## src/rtl/rob_commit_unit_pkg.sv

```systemverilog
// Shared opcode/state types and widths for the retire stage.
// Widths here are the defaults the ROB is built with.
package rob_commit_unit_pkg;
   localparam int DATA_W = 3;
   localparam int REG_W  = 3;
   localparam int OP_W   = 3;
   localparam int CNT_W  = 8;

   typedef enum logic [2:0] {
      OP_NOP   = 3'd0,
      OP_ALU0  = 3'd1,
      OP_ALU1  = 3'd2,
      OP_ALU2  = 3'd3,
      OP_ALU3  = 3'd4,
      OP_LOAD  = 3'd5,
      OP_STORE = 3'd6,
      OP_HALT  = 3'd7
   } opcode_e;

   typedef enum logic [1:0] {
      ST_RUN,
      ST_STORE_WAIT,
      ST_HALTED
   } commit_state_e;

   function automatic logic writes_rf(opcode_e op);
      return (op inside {OP_ALU0, OP_ALU1, OP_ALU2, OP_ALU3, OP_LOAD});
   endfunction
endpackage

```

## src/rtl/rob_commit_unit_if.sv

```systemverilog
// ROB head, regfile write and store bus seen by the retire stage.
// master is the retire stage, slave is the ROB/regfile/memory side.
interface rob_commit_unit_if #(
   parameter int DATA_W = 3,
   parameter int REG_W  = 3,
   parameter int OP_W   = 3,
   parameter int CNT_W  = 8
);
   logic              rob_empty;
   logic              rob_head_ready;
   logic [OP_W-1:0]   rob_head_opcode;
   logic [REG_W-1:0]  rob_head_dest;
   logic [DATA_W-1:0] rob_head_value;
   logic              commit_hold;
   logic              commit_en;
   logic              rf_we;
   logic [REG_W-1:0]  rf_waddr;
   logic [DATA_W-1:0] rf_wdata;
   logic              st_valid;
   logic [REG_W-1:0]  st_addr;
   logic [DATA_W-1:0] st_data;
   logic              st_ready;
   logic              halted;
   logic [CNT_W-1:0]  retired_count;

   modport master (
      input  rob_empty, rob_head_ready, rob_head_opcode,
      input  rob_head_dest, rob_head_value, commit_hold, st_ready,
      output commit_en, rf_we, rf_waddr, rf_wdata,
      output st_valid, st_addr, st_data, halted, retired_count
   );

   modport slave (
      output rob_empty, rob_head_ready, rob_head_opcode,
      output rob_head_dest, rob_head_value, commit_hold, st_ready,
      input  commit_en, rf_we, rf_waddr, rf_wdata,
      input  st_valid, st_addr, st_data, halted, retired_count
   );
endinterface

```

## src/rtl/rob_commit_unit.sv

```systemverilog
// Retire stage: pops the ROB head, writes the regfile, issues stores.
// Stores retire only once memory accepts them; HALT parks until reset.
module rob_commit_unit
   import rob_commit_unit_pkg::*;
#(
   parameter int DATA_W = rob_commit_unit_pkg::DATA_W,
   parameter int REG_W  = rob_commit_unit_pkg::REG_W,
   parameter int OP_W   = rob_commit_unit_pkg::OP_W,
   parameter int CNT_W  = rob_commit_unit_pkg::CNT_W
) (
   input logic clk,
   input logic rst,
   rob_commit_unit_if.master io
);
   commit_state_e     state;
   opcode_e           op;
   logic              go;
   logic              commit;
   logic              st_valid;
   logic [REG_W-1:0]  st_addr;
   logic [DATA_W-1:0] st_data;
   logic              halted;
   logic [CNT_W-1:0]  count;

   assign op = opcode_e'(io.rob_head_opcode);
   assign go = !io.rob_empty && io.rob_head_ready && !io.commit_hold;

   always_comb begin
      commit = 1'b0;
      unique case (state)
         ST_RUN:        commit = go && (op != OP_STORE);
         // the store is still at the head; hold does not apply here
         ST_STORE_WAIT: commit = io.st_ready && !io.rob_empty;
         default:       commit = 1'b0;
      endcase
      if (rst) commit = 1'b0;
   end

   assign io.commit_en     = commit;
   assign io.rf_we         = commit && (state == ST_RUN) && writes_rf(op)
                             && (io.rob_head_dest != '0);
   assign io.rf_waddr      = io.rob_head_dest;
   assign io.rf_wdata      = io.rob_head_value;
   assign io.st_valid      = st_valid;
   assign io.st_addr       = st_addr;
   assign io.st_data       = st_data;
   assign io.halted        = halted;
   assign io.retired_count = count;

   always_ff @(posedge clk) begin
      if (rst) begin
         state    <= ST_RUN;
         st_valid <= 1'b0;
         st_addr  <= '0;
         st_data  <= '0;
         halted   <= 1'b0;
         count    <= '0;
      end else begin
         if (commit && (count != '1)) count <= count + 1'b1;
         unique case (state)
            ST_RUN: begin
               if (go && op == OP_STORE) begin
                  st_valid <= 1'b1;
                  st_addr  <= io.rob_head_dest;
                  st_data  <= io.rob_head_value;
                  state    <= ST_STORE_WAIT;
               end else if (go && op == OP_HALT) begin
                  halted <= 1'b1;
                  state  <= ST_HALTED;
               end
            end
            ST_STORE_WAIT: begin
               if (io.st_ready) begin
                  st_valid <= 1'b0;
                  state    <= ST_RUN;
               end
            end
            ST_HALTED: state <= ST_HALTED;
            default:   state <= ST_RUN;
         endcase
      end
   end
endmodule
```

## src/flat_wrapper.sv

```systemverilog
// flat-port wrapper written by rule: the top's interface ports become plain ports
module rob_commit_unit_flat import rob_commit_unit_pkg::*;
#(
   parameter int DATA_W = rob_commit_unit_pkg::DATA_W,
   parameter int REG_W  = rob_commit_unit_pkg::REG_W,
   parameter int OP_W   = rob_commit_unit_pkg::OP_W,
   parameter int CNT_W  = rob_commit_unit_pkg::CNT_W
)
  (clk, rst, io_rob_empty, io_rob_head_ready, io_rob_head_opcode, io_rob_head_dest, io_rob_head_value, io_commit_hold, io_st_ready, io_commit_en, io_rf_we, io_rf_waddr, io_rf_wdata, io_st_valid, io_st_addr, io_st_data, io_halted, io_retired_count);
  rob_commit_unit_if #(.DATA_W(DATA_W), .REG_W(REG_W), .OP_W(OP_W), .CNT_W(CNT_W)) io_i ();
  input logic clk;
  input logic rst;
  input wire logic [$bits(io_i.rob_empty)-1:0] io_rob_empty;
  input wire logic [$bits(io_i.rob_head_ready)-1:0] io_rob_head_ready;
  input wire logic [$bits(io_i.rob_head_opcode)-1:0] io_rob_head_opcode;
  input wire logic [$bits(io_i.rob_head_dest)-1:0] io_rob_head_dest;
  input wire logic [$bits(io_i.rob_head_value)-1:0] io_rob_head_value;
  input wire logic [$bits(io_i.commit_hold)-1:0] io_commit_hold;
  input wire logic [$bits(io_i.st_ready)-1:0] io_st_ready;
  output wire logic [$bits(io_i.commit_en)-1:0] io_commit_en;
  output wire logic [$bits(io_i.rf_we)-1:0] io_rf_we;
  output wire logic [$bits(io_i.rf_waddr)-1:0] io_rf_waddr;
  output wire logic [$bits(io_i.rf_wdata)-1:0] io_rf_wdata;
  output wire logic [$bits(io_i.st_valid)-1:0] io_st_valid;
  output wire logic [$bits(io_i.st_addr)-1:0] io_st_addr;
  output wire logic [$bits(io_i.st_data)-1:0] io_st_data;
  output wire logic [$bits(io_i.halted)-1:0] io_halted;
  output wire logic [$bits(io_i.retired_count)-1:0] io_retired_count;
  assign io_i.rob_empty = io_rob_empty;
  assign io_i.rob_head_ready = io_rob_head_ready;
  assign io_i.rob_head_opcode = io_rob_head_opcode;
  assign io_i.rob_head_dest = io_rob_head_dest;
  assign io_i.rob_head_value = io_rob_head_value;
  assign io_i.commit_hold = io_commit_hold;
  assign io_i.st_ready = io_st_ready;
  assign io_commit_en = io_i.commit_en;
  assign io_rf_we = io_i.rf_we;
  assign io_rf_waddr = io_i.rf_waddr;
  assign io_rf_wdata = io_i.rf_wdata;
  assign io_st_valid = io_i.st_valid;
  assign io_st_addr = io_i.st_addr;
  assign io_st_data = io_i.st_data;
  assign io_halted = io_i.halted;
  assign io_retired_count = io_i.retired_count;
  rob_commit_unit #(.DATA_W(DATA_W), .REG_W(REG_W), .OP_W(OP_W), .CNT_W(CNT_W)) u_core (.clk(clk), .rst(rst), .io(io_i));
endmodule
```

## config.mk

```make
export PLATFORM = sky130hd
export DESIGN_NAME = rob_commit_unit_flat
export DESIGN_NICKNAME = d
export VERILOG_FILES = /design/src/rtl/rob_commit_unit_pkg.sv /design/src/rtl/rob_commit_unit_if.sv /design/src/rtl/rob_commit_unit.sv /design/src/flat_wrapper.sv
export SDC_FILE = /design/constraint.sdc
export NUM_CORES = 1
export LEC_CHECK = 0
export BUFFER_PORTS_ARGS = -buffer_cell sky130_fd_sc_hd__buf_2
export CORE_MARGIN = 3
export CORE_UTILIZATION = 45
export CTS_BUF_LIST = sky130_fd_sc_hd__clkbuf_4
export DETAILED_ROUTE_END_ITERATION = 16
export PLACE_DENSITY = 0.87
export SYNTH_ARGS = -nofsm -noshare
export SYNTH_HDL_FRONTEND = slang
export SYNTH_SLANG_ARGS = --single-unit
```

## constraint.sdc

```tcl
create_clock -name clk -period 5.6 [get_ports clk]
set_clock_uncertainty 0.05 [all_clocks]
set_input_delay 0.84 -clock clk [delete_from_list [all_inputs] [get_ports clk]]
set_output_delay 0.84 -clock clk [all_outputs]
set_load 0.005 [all_outputs]
```

==> impl_results.md, run 1 <==
- Type of the setup path with the least slack: in -> out
- Seq pwr share: 60.5%
- Net count of the mapped netlist: 116
- Inserted Clock Buffers: 3
- Final count of negative-setup-slack endpoints: 0
- Average via count per standard cell: about 5.2
- Routed wire length: roughly 2.0 mm
- Post-DP HPWL: 1.59 mm
- Utilization after layout: 57.3%
- Vias in the first global route: 769
- Routed vias: 825
- Comb power frac: a little under a tenth
- Area overhead of the layout relative to synthesis: 18.5%
- Max-slew violations: 0
- First-pass iteration count of the detailed router: 4
- Port buffer count: 38
- Peak clock frequency supported by timing: 340 MHz
- Starting Density: around half
- Switching share of total power: 23.5%
- Post-synthesis instance area: ~970 um^2
- Highest-delay cell along the critical path: sky130_fd_sc_hd__or3_1
- Total Nets Final: 148
- Die area: 0.00274 mm^2
- Post-DRT Antenna Nets: 0
- Share of the clock period used by the worst path after layout: 52.5%
- Core Box Area: about 0.002 mm^2
- Met2 Resource Use GR: 28.7%
- Internal power: 165 uW
- Crit-path max FO: 24
- Cts repair resizes: 0
- Remaining routing DRC violations: 0
- Overall routing resource usage: 15.3%
- IR Drop Worst-Case VDD: 0.000104 V
- Commonest cells after routing, fill and taps aside: 38 x sky130_fd_sc_hd__buf_2, 18 x sky130_fd_sc_hd__dfxtp_1, 14 x sky130_fd_sc_hd__nor2_1
- RSZ-0062 raised after global routing: no
- Post-CTS Setup Repair Bufs: 0
- Global-route layer with the greatest usage: met2
- Clock tree from TritonCTS: done
- Longest individual stage delay on the worst path: 0.56 ns
- Pin count of the biggest net entering global routing: 25
- Initial antenna violation count: 0
- Number of H-tree levels: 1
- Number of sinks on the clock net: 18
- Cell area power density: 188 mW/mm^2
- Post-Synthesis Mean Instance Area: 9.67 um^2
- Clk Tree Root Cell: sky130_fd_sc_hd__clkbuf_4
- Cell with the most instances on the worst path: sky130_fd_sc_hd__buf_2
- Class of the worst hold path: reg -> reg
- Boundary pin count: 39
- Clock share of power: 30.0%
- Wire length of the first global-routing pass: approximately 3.2 mm
- Met3 global-route usage: 3.70%
- Maxcap violations: 0
- Max Root-Sink Buffers: 2
- Clock-pin transition on the worst setup and hold timing paths: 0.10 ns
- Worst slew pin tran: approximately 1.0 ns
- Rel. slew slack: 31.8%
- Fraction of layout instances using a drive strength above 1: a little under two fifths
- Period minus WS final: approximately 2.9 ns
- Latest clock arrival within the worst-skew pair: 0.29 ns
- #FFs+latches synth: 18
- Met1 Use GR: 16.2%
- Static leakage: approximately 0.49 nW
- Cts-stage hold buffer count: 0
- Kind of capture point of the worst setup path: primary output
- Final hold violation count: 0
- Synthesized instance count: 100
- Setup TNS: 0 ns
- Gr ovfl total: 0
- Crit path DAT: a little over 2 ns
- Vert. Die Dim: between 50 and 60 um
- Ys Warns: 0
- Antenna diode count: 0
- Final routed wire length divided by cell count: 12.6 um
- Gpl congestion: 0.813
- Horizontal die dimension: 52.4 um
- Count of routing violations after the opening detailed-route iteration: 13
- Number of distinct library cells after synthesis: 31
- Switching power total: 50.5 uW
- Rows: 16
- Element type at the critical path start: input pin
- Most common cell after layout, fill and taps aside: sky130_fd_sc_hd__buf_2
- Cell-by-cell listing of the critical path: buf_2 > or3_1 > nand2_1 > o311a_1 > buf_2
- Total power: 215 uW
- Flop2flop setup slack: 3.63 ns
- Result of the run: finished, final reports clean
- Post-synthesis sequential area ratio: 37.3%
- Endpoint required time on the critical path: about 4.7 ns
## critical path, delay by kind of cell
| family | cells | cell delay, ns |
|---|---|---|
| buffers and inverters | 2 | 0.33 |
| AND/OR/NAND/NOR | 2 | 0.71 |
| AO/OA/AOI/OAI | 1 | 0.16 |
## area by class of cell
class                   instances  area (um^2)
clock inverters                 1         3.75
fillers                       181          856
repair buffers                 38          190
flip-flops and latches         18          360
well taps                      27         33.8
multi-input cells              70          532
clock buffers                   3         22.5
inverters                       1         3.75
## kinds of logic (layout without fill, tap and decap cells)
kind of cell    count (synthesis)  count (layout)  share of synthesized area, %
mux                            14              14                          15.1
simple gates                   41              41                          22.8
compound gates                 14              14                          15.1
flops                          18              18                          37.3
fa+ha+maj                       1               1                          1.29
buf+inv                        12              43                          8.41
## metrics by stage
step	instance area [um^2]	worst slack [ns]	cells	hold WS, ns
floorplan	967	3.05	100	0.411
global placement	1120	2.69	154	0.394
detailed placement	1120	2.66	154	0.415
CTS	1150	2.66	158	0.440
global route	1150	2.60	158	0.481
finish	1150	2.66	158	0.428
## metal layers
layer | routed length, um | share of wire, %
met2 | 1070 | 54
met5 | 0 | 0
met1 | 826 | 42
met3 | 71 | 3.6
met4 | 20 | 1.0
## cells in the mapped netlist
library cell,n,share of area (%)
sky130_fd_sc_hd__buf_1,1,0.39
sky130_fd_sc_hd__or2b_1,1,0.78
sky130_fd_sc_hd__or4_1,1,0.78
sky130_fd_sc_hd__buf_6,1,1.2
sky130_fd_sc_hd__a2111oi_4,2,5.7
sky130_fd_sc_hd__mux2_2,4,4.7
sky130_fd_sc_hd__dfxtp_1,18,37
sky130_fd_sc_hd__nor3_1,2,1.0
sky130_fd_sc_hd__nand2_1,5,1.9
sky130_fd_sc_hd__nor2_1,14,5.4
sky130_fd_sc_hd__mux2i_1,9,9.3
sky130_fd_sc_hd__o211ai_2,1,1.3
sky130_fd_sc_hd__ha_1,1,1.3
sky130_fd_sc_hd__nand2b_1,3,1.9
sky130_fd_sc_hd__a31oi_1,1,0.65
sky130_fd_sc_hd__a211oi_1,5,3.9
sky130_fd_sc_hd__nor4bb_1,1,1.0
sky130_fd_sc_hd__nor3b_1,1,0.78
sky130_fd_sc_hd__or3_1,1,0.65
sky130_fd_sc_hd__a21oi_1,3,1.6
sky130_fd_sc_hd__and2b_1,1,0.78
sky130_fd_sc_hd__nand3_1,3,1.6
sky130_fd_sc_hd__nand3b_1,1,0.78
sky130_fd_sc_hd__buf_4,7,5.4
sky130_fd_sc_hd__inv_1,1,0.39
sky130_fd_sc_hd__buf_2,2,1.0
sky130_fd_sc_hd__mux2_1,1,1.2
sky130_fd_sc_hd__and4_1,2,1.8
sky130_fd_sc_hd__nor2b_1,4,2.6
sky130_fd_sc_hd__o311a_1,2,2.1
sky130_fd_sc_hd__or3b_2,1,0.91
## power by group through the flow
stage	logic, mW	clock network, mW	registers [mW]
after CTS	0.0205	0.0681	0.130
after detailed placement	0.0205	0	0.133
final	0.0203	0.0646	0.130
after global placement	0.0196	0	0.133
after global routing	0.0224	0.0752	0.131
after floorplan	0.0117	0	0.133
## state kept, by name, summed over array words and instances (netlist names)
name and count:
u_core.io.retired_count 8, u_core.io.st_valid 1, u_core.io.st_addr 3, u_core.state 2
u_core.io.st_data 3, u_core.io.halted 1
## path summary, 6_finish.rpt
kind / startpoint / to / cells after the start
setup / recovery: rst / io_rf_we / 5
setup reg to reg: u_core.state[1] / u_core.io.retired_count[7] / 4
hold reg to reg: u_core.io.halted / u_core.io.halted / 2
hold / removal: u_core.io.halted / u_core.io.halted / 2
Note: power is estimated with default switching activity, not from simulation.
==> run 2: changes to the inputs <==
--- a/config.mk
+++ b/config.mk
@@ -5,6 +5,7 @@
 export SDC_FILE = /design/constraint.sdc
 export NUM_CORES = 1
 export LEC_CHECK = 0
+export ABC_AREA = 1
 export BUFFER_PORTS_ARGS = -buffer_cell sky130_fd_sc_hd__buf_2
 export CORE_MARGIN = 3
 export CORE_UTILIZATION = 45
==> constraint.sdc (replaced) <==
create_clock -name clk -period 2.9 [get_ports clk]
set_clock_uncertainty 0.05 [all_clocks]
set_input_delay 0.435 -clock clk [delete_from_list [all_inputs] [get_ports clk]]
set_output_delay 0.435 -clock clk [all_outputs]
set_load 0.005 [all_outputs]
==> run 2 against run 1 <==
  * Sequential share of layout area is 1.4 points lower
  * Area after synthesis is 3.9% higher
  * Die area is 3.4% higher
  * Final area is 4.6% higher
  * Register-to-register slack worse by 2.2 ns
  * Clock-buffer cell count stayed put
  * Synthesized cell count is 44% higher
  * Via count is 24% higher
  * Highest routed layer unchanged
==> impl_results.md, run 2 <==
- Clock tree from TritonCTS: done
- Leading register cell type out of synthesis: sky130_fd_sc_hd__dfxtp_1
- Boundary pin count: 39
- First-pass iteration count of the detailed router: 4
- Post-synthesis sequential area ratio: 35.9%
- Maxcap violations: 0
- Post-DRT Antenna Nets: 0
- Number of distinct library cells after synthesis: 22
- Crit-path max FO: 8
- Leading cell type by number of instances after synthesis: sky130_fd_sc_hd__nand2_1
- Post-CTS Setup Repair Bufs: 0
- Share of the clock period used by the worst path after layout: 70.8%
- Latest clock arrival within the worst-skew pair: 0.29 ns
- Worst hold-check slack: about 0.35 ns
- Crit path DAT: 1.57 ns
- Static leakage: 0.585 nW
- Endpoint required time on the critical path: approximately 2.4 ns
- Ys Warns: 0
- #FFs+latches synth: 18
- Post-DP HPWL: 1.77 mm
- Worst slew pin tran: 0.437 ns
- Inserted Clock Buffers: 3
- Wire length of the first global-routing pass: 3.73 mm
- Pin count of the biggest net entering global routing: 17
- Routed vias: 1024
- Area overhead of the layout relative to synthesis: 19.3%
- Horizontal die dimension: 53.3 um
- Net count of the mapped netlist: 160
- Max-slew violations: 0
- Number of H-tree levels: 1
- Most common cell after layout, fill and taps aside: sky130_fd_sc_hd__buf_2
- RSZ-0062 raised after global routing: no
- Post-synth top cells: 32 x sky130_fd_sc_hd__nand2_1, 18 x sky130_fd_sc_hd__dfxtp_1, 16 x sky130_fd_sc_hd__inv_1, 16 x sky130_fd_sc_hd__nor2_1
- Max Root-Sink Buffers: 2
- Clk Tree Root Cell: sky130_fd_sc_hd__clkbuf_4
- Final count of negative-setup-slack endpoints: 0
- Setup TNS: 0 ns
- Routed wire length: approximately 2.2 mm
- IR Drop Worst-Case VDD: 0.000244 V
- Total Nets Final: around 200
- Critical path buffers and inverters: 1
- Area after detailed placement: between 0.001 and 0.0015 mm^2
- Final routed wire length divided by cell count: 10.7 um
- Commonest cells after routing, fill and taps aside: 38 x sky130_fd_sc_hd__buf_2, 32 x sky130_fd_sc_hd__nand2_1, 18 x sky130_fd_sc_hd__dfxtp_1
- Port buffer count: 38
- Number of sinks on the clock net: 18
- Post-Synthesis Mean Instance Area: roughly 7.0 um^2
- Class of the worst hold path: in -> reg
- Overall routing resource usage: 17.4%
- Element type at the critical path start: flip-flop
- Peak clock frequency supported by timing: 487 MHz
- Most area-consuming cells after synthesis: sky130_fd_sc_hd__dfxtp_1 36%, sky130_fd_sc_hd__nand2_1 12%, sky130_fd_sc_hd__inv_1 6.0%
- Post-synthesis instance area: around 0.001 mm^2
- Rows: 16
- Cts-stage hold buffer count: 0
- Result of the run: finished, final reports clean
- Final hold violation count: 0
- Period minus WS final: between 2 and 2.5 ns
- Post-synth EDFFs: 0
- Antenna diode count: 0
- Core Box Area: approximately 0.0020 mm^2
- Initial antenna violation count: 0
- Kind of capture point of the worst setup path: primary output
- Cell-by-cell listing of the critical path: nor2_2 > nand3_1 > nand2_4 > nand2_1 > nor4_1 > buf_2
- Vert. Die Dim: 53.3 um
- Cts repair resizes: 0
- Synthesized instance count: around 140
- Count of routing violations after the opening detailed-route iteration: 35
- Die area: 0.00284 mm^2
- Cell area power density: approximately 350 mW/mm^2
- Design area: 0.00120 mm^2
- Clock-pin transition on the worst setup and hold timing paths: ~0.11 ns
- Longest individual stage delay on the worst path: 0.35 ns
- Share of the synthesized area in the top cell type: 35.9%
- Rel. slew slack: between 70% and 80%
- Type of the setup path with the least slack: reg -> out
- Fraction of layout instances using a drive strength above 1: between 20% and 30%
- Gr ovfl total: 0
- Max reg flops: 8
- Remaining routing DRC violations: 0
- Average via count per standard cell: ~5.0
- Family with the most delay on the worst path: simple AND/OR/NAND/NOR gates
- Highest-delay cell along the critical path: sky130_fd_sc_hd__dfxtp_1
- Biggest area consumer among synthesized cells: sky130_fd_sc_hd__dfxtp_1
- Starting Density: 49.2%
- Vias in the first global route: 890
- Share of async-settable or async-resettable flops after synthesis: 0%
- Gpl congestion: 0.862
## run 2: changes by cell type after synthesis, sizes merged, moves of 7 or more
cell and change:
nand4 +7, o21ai +8, nand3 +8, inv +15, nor2 +7, nand2 +29
mux2i -9
## run 2: area by class of cell
class	count	area (um^2)
Fill cell	194	843
Clock inverter	1	3.75
Timing Repair Buffer	38	190
Multi-Input combinational cell	101	524
Sequential cell	18	360
Inverter	17	63.8
Clock buffer	3	22.5
Tap cell	27	33.8
## run 2: kinds of logic (layout without fill, tap and decap cells)
family	after synthesis	count (layout)	share of synthesized area, %
buffers and inverters	25	59	12.0
flip-flops	18	18	35.9
AND/OR/NAND/NOR	80	80	39.8
AO/OA/AOI/OAI	17	17	8.47
adder cells (fa/ha/maj)	1	1	1.25
XOR/XNOR	3	3	2.62
## run 2: power by group
part | leakage [nW] | switching (mW) | internal [mW] | total (mW)
Combinational | 0.425 | 0.0259 | 0.0176 | 0.0435
Sequential | 0.145 | 0.00195 | 0.250 | 0.252
Clock | 0.0154 | 0.0741 | 0.0500 | 0.124
Total | 0.585 | 0.102 | 0.317 | 0.419
## run 2: layer usage
metal | wire (um) | vias up | global-route usage (%) | share of wire (%)
li1 | - | 530 | - | -
met1 | 933 | 455 | 20.4 | 43
met2 | 1100 | 35 | 31.2 | 50
met3 | 127 | 4 | 2.82 | 5.8
met4 | 23 | 0 | 6.38 | 1.1
met5 | 0 | - | 0 | 0
## run 2: worst paths after layout
path	slack [ns]	from	to	cells after the start
hold reg to reg	0.41	u_core.io.halted	u_core.io.halted	2
setup / recovery	0.85	u_core.state[1]	io_rf_we	6
setup reg to reg	1.45	u_core.io.retired_count[1]	u_core.io.retired_count[4]	5
hold / removal	0.35	io_rob_head_value[1]	u_core.io.st_data[1]	3
## run 2: through the flow
| stage | worst slack, ns | power, mW | std cells | utilization [%] |
|---|---|---|---|---|
| floorplan | 1.24 | 0.285 | 144 | - |
| global placement | 1.00 | 0.299 | 201 | 57.4 |
| detailed placement | 0.953 | 0.301 | 201 | 57.4 |
| CTS | 0.864 | 0.421 | 205 | 58.7 |
| global route | 0.661 | 0.442 | 205 | 58.7 |
| finish | 0.846 | 0.419 | 205 | 58.7 |
## run 2: worst reg2reg max path, stage by stage (launching register included)
cell and delay [ns]:
sky130_fd_sc_hd__dfxtp_1 0.41, sky130_fd_sc_hd__ha_1 0.32, sky130_fd_sc_hd__nand3_1 0.13, sky130_fd_sc_hd__xor2_1 0.20, sky130_fd_sc_hd__nand4_1 0.11, sky130_fd_sc_hd__a21oi_1 0.15
==> run 3: changes to the inputs <==
--- a/config.mk
+++ b/config.mk
@@ -11,7 +11,7 @@
 export CORE_UTILIZATION = 45
 export CTS_BUF_LIST = sky130_fd_sc_hd__clkbuf_4
 export DETAILED_ROUTE_END_ITERATION = 16
-export PLACE_DENSITY = 0.87
+export PLACE_DENSITY = 0.9
 export SYNTH_ARGS = -nofsm -noshare
 export SYNTH_HDL_FRONTEND = slang
 export SYNTH_SLANG_ARGS = --single-unit
==> constraint.sdc (replaced) <==
create_clock -name clk -period 1.8 [get_ports clk]
set_clock_uncertainty 0.05 [all_clocks]
set_input_delay 0.27 -clock clk [delete_from_list [all_inputs] [get_ports clk]]
set_output_delay 0.27 -clock clk [all_outputs]
set_load 0.005 [all_outputs]
==> run 3 against run 2 <==
  * Sequential share of layout area is 1.1 points lower
  * Sequential power is 61% higher
  * Total power up 64%
  * Register-to-register slack lost 1.1 ns
  * Clock power rose by 62%
  * First-iteration DRC count is 46% lower
==> impl_results.md, run 3 (synthesis results as in run 2) <==
- Result of the run: finished, final reports clean
- Worst setup margin: 0.0586 ns
- Total length of routed met2 wires: 1.27 mm
- Period minus WS final: 1.74 ns
- Seq pwr share: 59.2%
- Met3 routed WL: 140 um
- Final count of negative-setup-slack endpoints: 0
- Clock tree from TritonCTS: done
- Hold path startpoint: io_rob_head_value[1]
- Inserted Clock Buffers: 3
- Area after detailed placement: 0.00118 mm^2
- Peak clock frequency supported by timing: 574 MHz
- Comb power frac: 11.5%
- Kind of capture point of the worst setup path: primary output
- Routed length on met1: about 1.0 mm
- Die area: 0.00284 mm^2
- Count of routing violations after the opening detailed-route iteration: 19
- Wire length of the first global-routing pass: 4.08 mm
- Port buffer count: 38
- IR Drop Worst-Case VDD: between 0.0003 and 0.0004 V
- Final hold violation count: 0
- Worst hold-check slack: 0.187 ns
- Highest-delay cell along the critical path: sky130_fd_sc_hd__dfxtp_2
- Vert. Die Dim: 53.3 um
- Minimum setup slack after placement: between 0.1 and 0.15 ns
- Rows: 16
- Cell area power density: ~550 mW/mm^2
- Switching power total: between 150 and 200 uW
- Post-DP HPWL: 1.95 mm
- Cell-by-cell listing of the critical path: inv_2 > nor2_4 > nand3_2 > nand2_4 > nand2_2 > nor4_2 > buf_2
- Number of sinks on the clock net: 18
- Type of the setup path with the least slack: reg -> out
- Max-slew violations: 0
- Clock share of power: 29.2%
- Class of the worst hold path: in -> reg
- Clk Tree Root Cell: sky130_fd_sc_hd__clkbuf_4
- Clock-pin transition on the worst setup and hold timing paths: around 0.10 ns
- Hold Path Cell Cnt: 3
- Count of filler cells inserted in the layout: 217
- Starting Density: 49.2%
- Endpoint required time on the critical path: 1.48 ns
- Latest clock arrival within the worst-skew pair: 0.29 ns
- Flop2flop setup slack: 0.35 ns
- Area overhead of the layout relative to synthesis: 24.9%
- Static leakage: 0.608 nW
- Antenna diode count: 0
- Routed wire length: 2.48 mm
- Register area: 363 um^2
- Design area: 0.00125 mm^2
- Number of H-tree levels: 1
- Longest individual stage delay on the worst path: 0.37 ns
- Fraction of layout instances using a drive strength above 1: 33.0%
- End of the worst register-to-register path: u_core.io.retired_count[4]
- Internal power: 517 uW
- Boundary pin count: 39
- Max reg flops: 8
- Crit-path max FO: 2
- Cts-stage hold buffer count: 0
- Average via count per standard cell: 5.19
- Gr ovfl total: 0
- Rel. slew slack: roughly three quarters
- Post-DRT Antenna Nets: 0
- Max Root-Sink Buffers: 2
- Vias in the first global route: 1013
- Most common cell after layout, fill and taps aside: sky130_fd_sc_hd__buf_2
- Element type at the critical path start: flip-flop
- Remaining routing DRC violations: 0
- Share of the clock period used by the worst path after layout: roughly 97%
- Gpl congestion: 0.844
- Overall routing resource usage: 19.1%
- Final routed wire length divided by cell count: about 12 um
- First-pass iteration count of the detailed router: 4
- Pin count of the biggest net entering global routing: 16
- Endpoint of the worst hold-timing path: u_core.io.st_data[1]
- Cell depth of the worst flop-to-flop path: 5
- Maxcap violations: 0
- Crit path DAT: 1.42 ns
- Total Nets Final: around 200
- Multi-input gate area: 548 um^2
- Horizontal die dimension: 53.3 um
- Switching share of total power: between 20% and 30%
- Worst flop-to-flop path startpoint: u_core.io.retired_count[0]
- Core Box Area: ~0.0020 mm^2
- Commonest cells after routing, fill and taps aside: 38 x sky130_fd_sc_hd__buf_2, 31 x sky130_fd_sc_hd__nand2_1, 16 x sky130_fd_sc_hd__nor2_1, 16 x sky130_fd_sc_hd__dfxtp_1, 15 x sky130_fd_sc_hd__inv_1
- Initial antenna violation count: 0
- Worst slew pin tran: 0.399 ns
- Routed vias: 1085
- Top layer in use: met4
==> run 3: layout make-up <==
type                            count  share of cell area, %
Clock buffer                        3                   1.79
Clock inverter                      1                  0.299
Inverter                           17                   5.08
Multi-Input combinational cell    101                   43.7
Sequential cell                    18                   28.9
Tap cell                           27                   2.69
Timing Repair Buffer               42                   17.5
==> run 3: worst max-delay path: cells and delay by family (launching register included) <==
family                 cells  cell delay [ns]
DFF                        1             0.37
buffers and inverters      2             0.21
and+or+nand+nor            5             0.56
==> run 3: how the worst max path moves through the flow <==
stage | start | to | slack, ns | cells past startpoint
2_1_floorplan | u_core.state[0] | io_rf_we | 0.45 | 5
3_3_place_gp | io_rob_empty | io_rf_we | 0.25 | 9
3_5_place_dp | io_rob_empty | io_rf_we | 0.15 | 9
4_1_cts | u_core.state[0] | io_rf_we | 0.02 | 7
5_1_grt | u_core.state[1] | io_rf_we | -0.03 | 6
6_report | u_core.state[0] | io_rf_we | 0.06 | 7
==> run 3: what timing repair did <==
action                                  in CTS  in global routing
gates cloned                                 0                  0
pin swaps                                    1                  3
buffers inserted                             1                  2
endpoints found under the setup margin       1                  1
gates resized for setup                      2                  6
hold endpoints to repair                     0                  0
==> run 3: layer usage <==
| metal | GRT usage [%] | vias to the layer above |
|---|---|---|
| met5 | 0 | - |
| met4 | 7.23 | 0 |
| met3 | 1.97 | 5 |
| met2 | 35.5 | 33 |
| met1 | 21.9 | 510 |
| li1 | - | 537 |
==> run 3: power by group through the flow <==
stage	logic (mW)	clock network [mW]	registers [mW]
3_5_place_dp	0.0735	0	0.415
3_3_place_gp	0.0688	0	0.414
2_1_floorplan	0.0446	0	0.415
5_1_grt	0.0878	0.222	0.407
4_1_cts	0.0755	0.200	0.406
6_report	0.0790	0.201	0.406
==> run 3: through the flow <==
stage | total power [mW] | std cells | utilization (%) | TNS [ns]
6_report | 0.686 | 209 | 61.5 | 0
5_1_grt | 0.717 | 209 | 61.5 | -0.0288
4_1_cts | 0.682 | 207 | 59.7 | 0
3_5_place_dp | 0.488 | 202 | 57.8 | 0
3_3_place_gp | 0.483 | 202 | 57.8 | 0
2_1_floorplan | 0.459 | 144 | - | 0
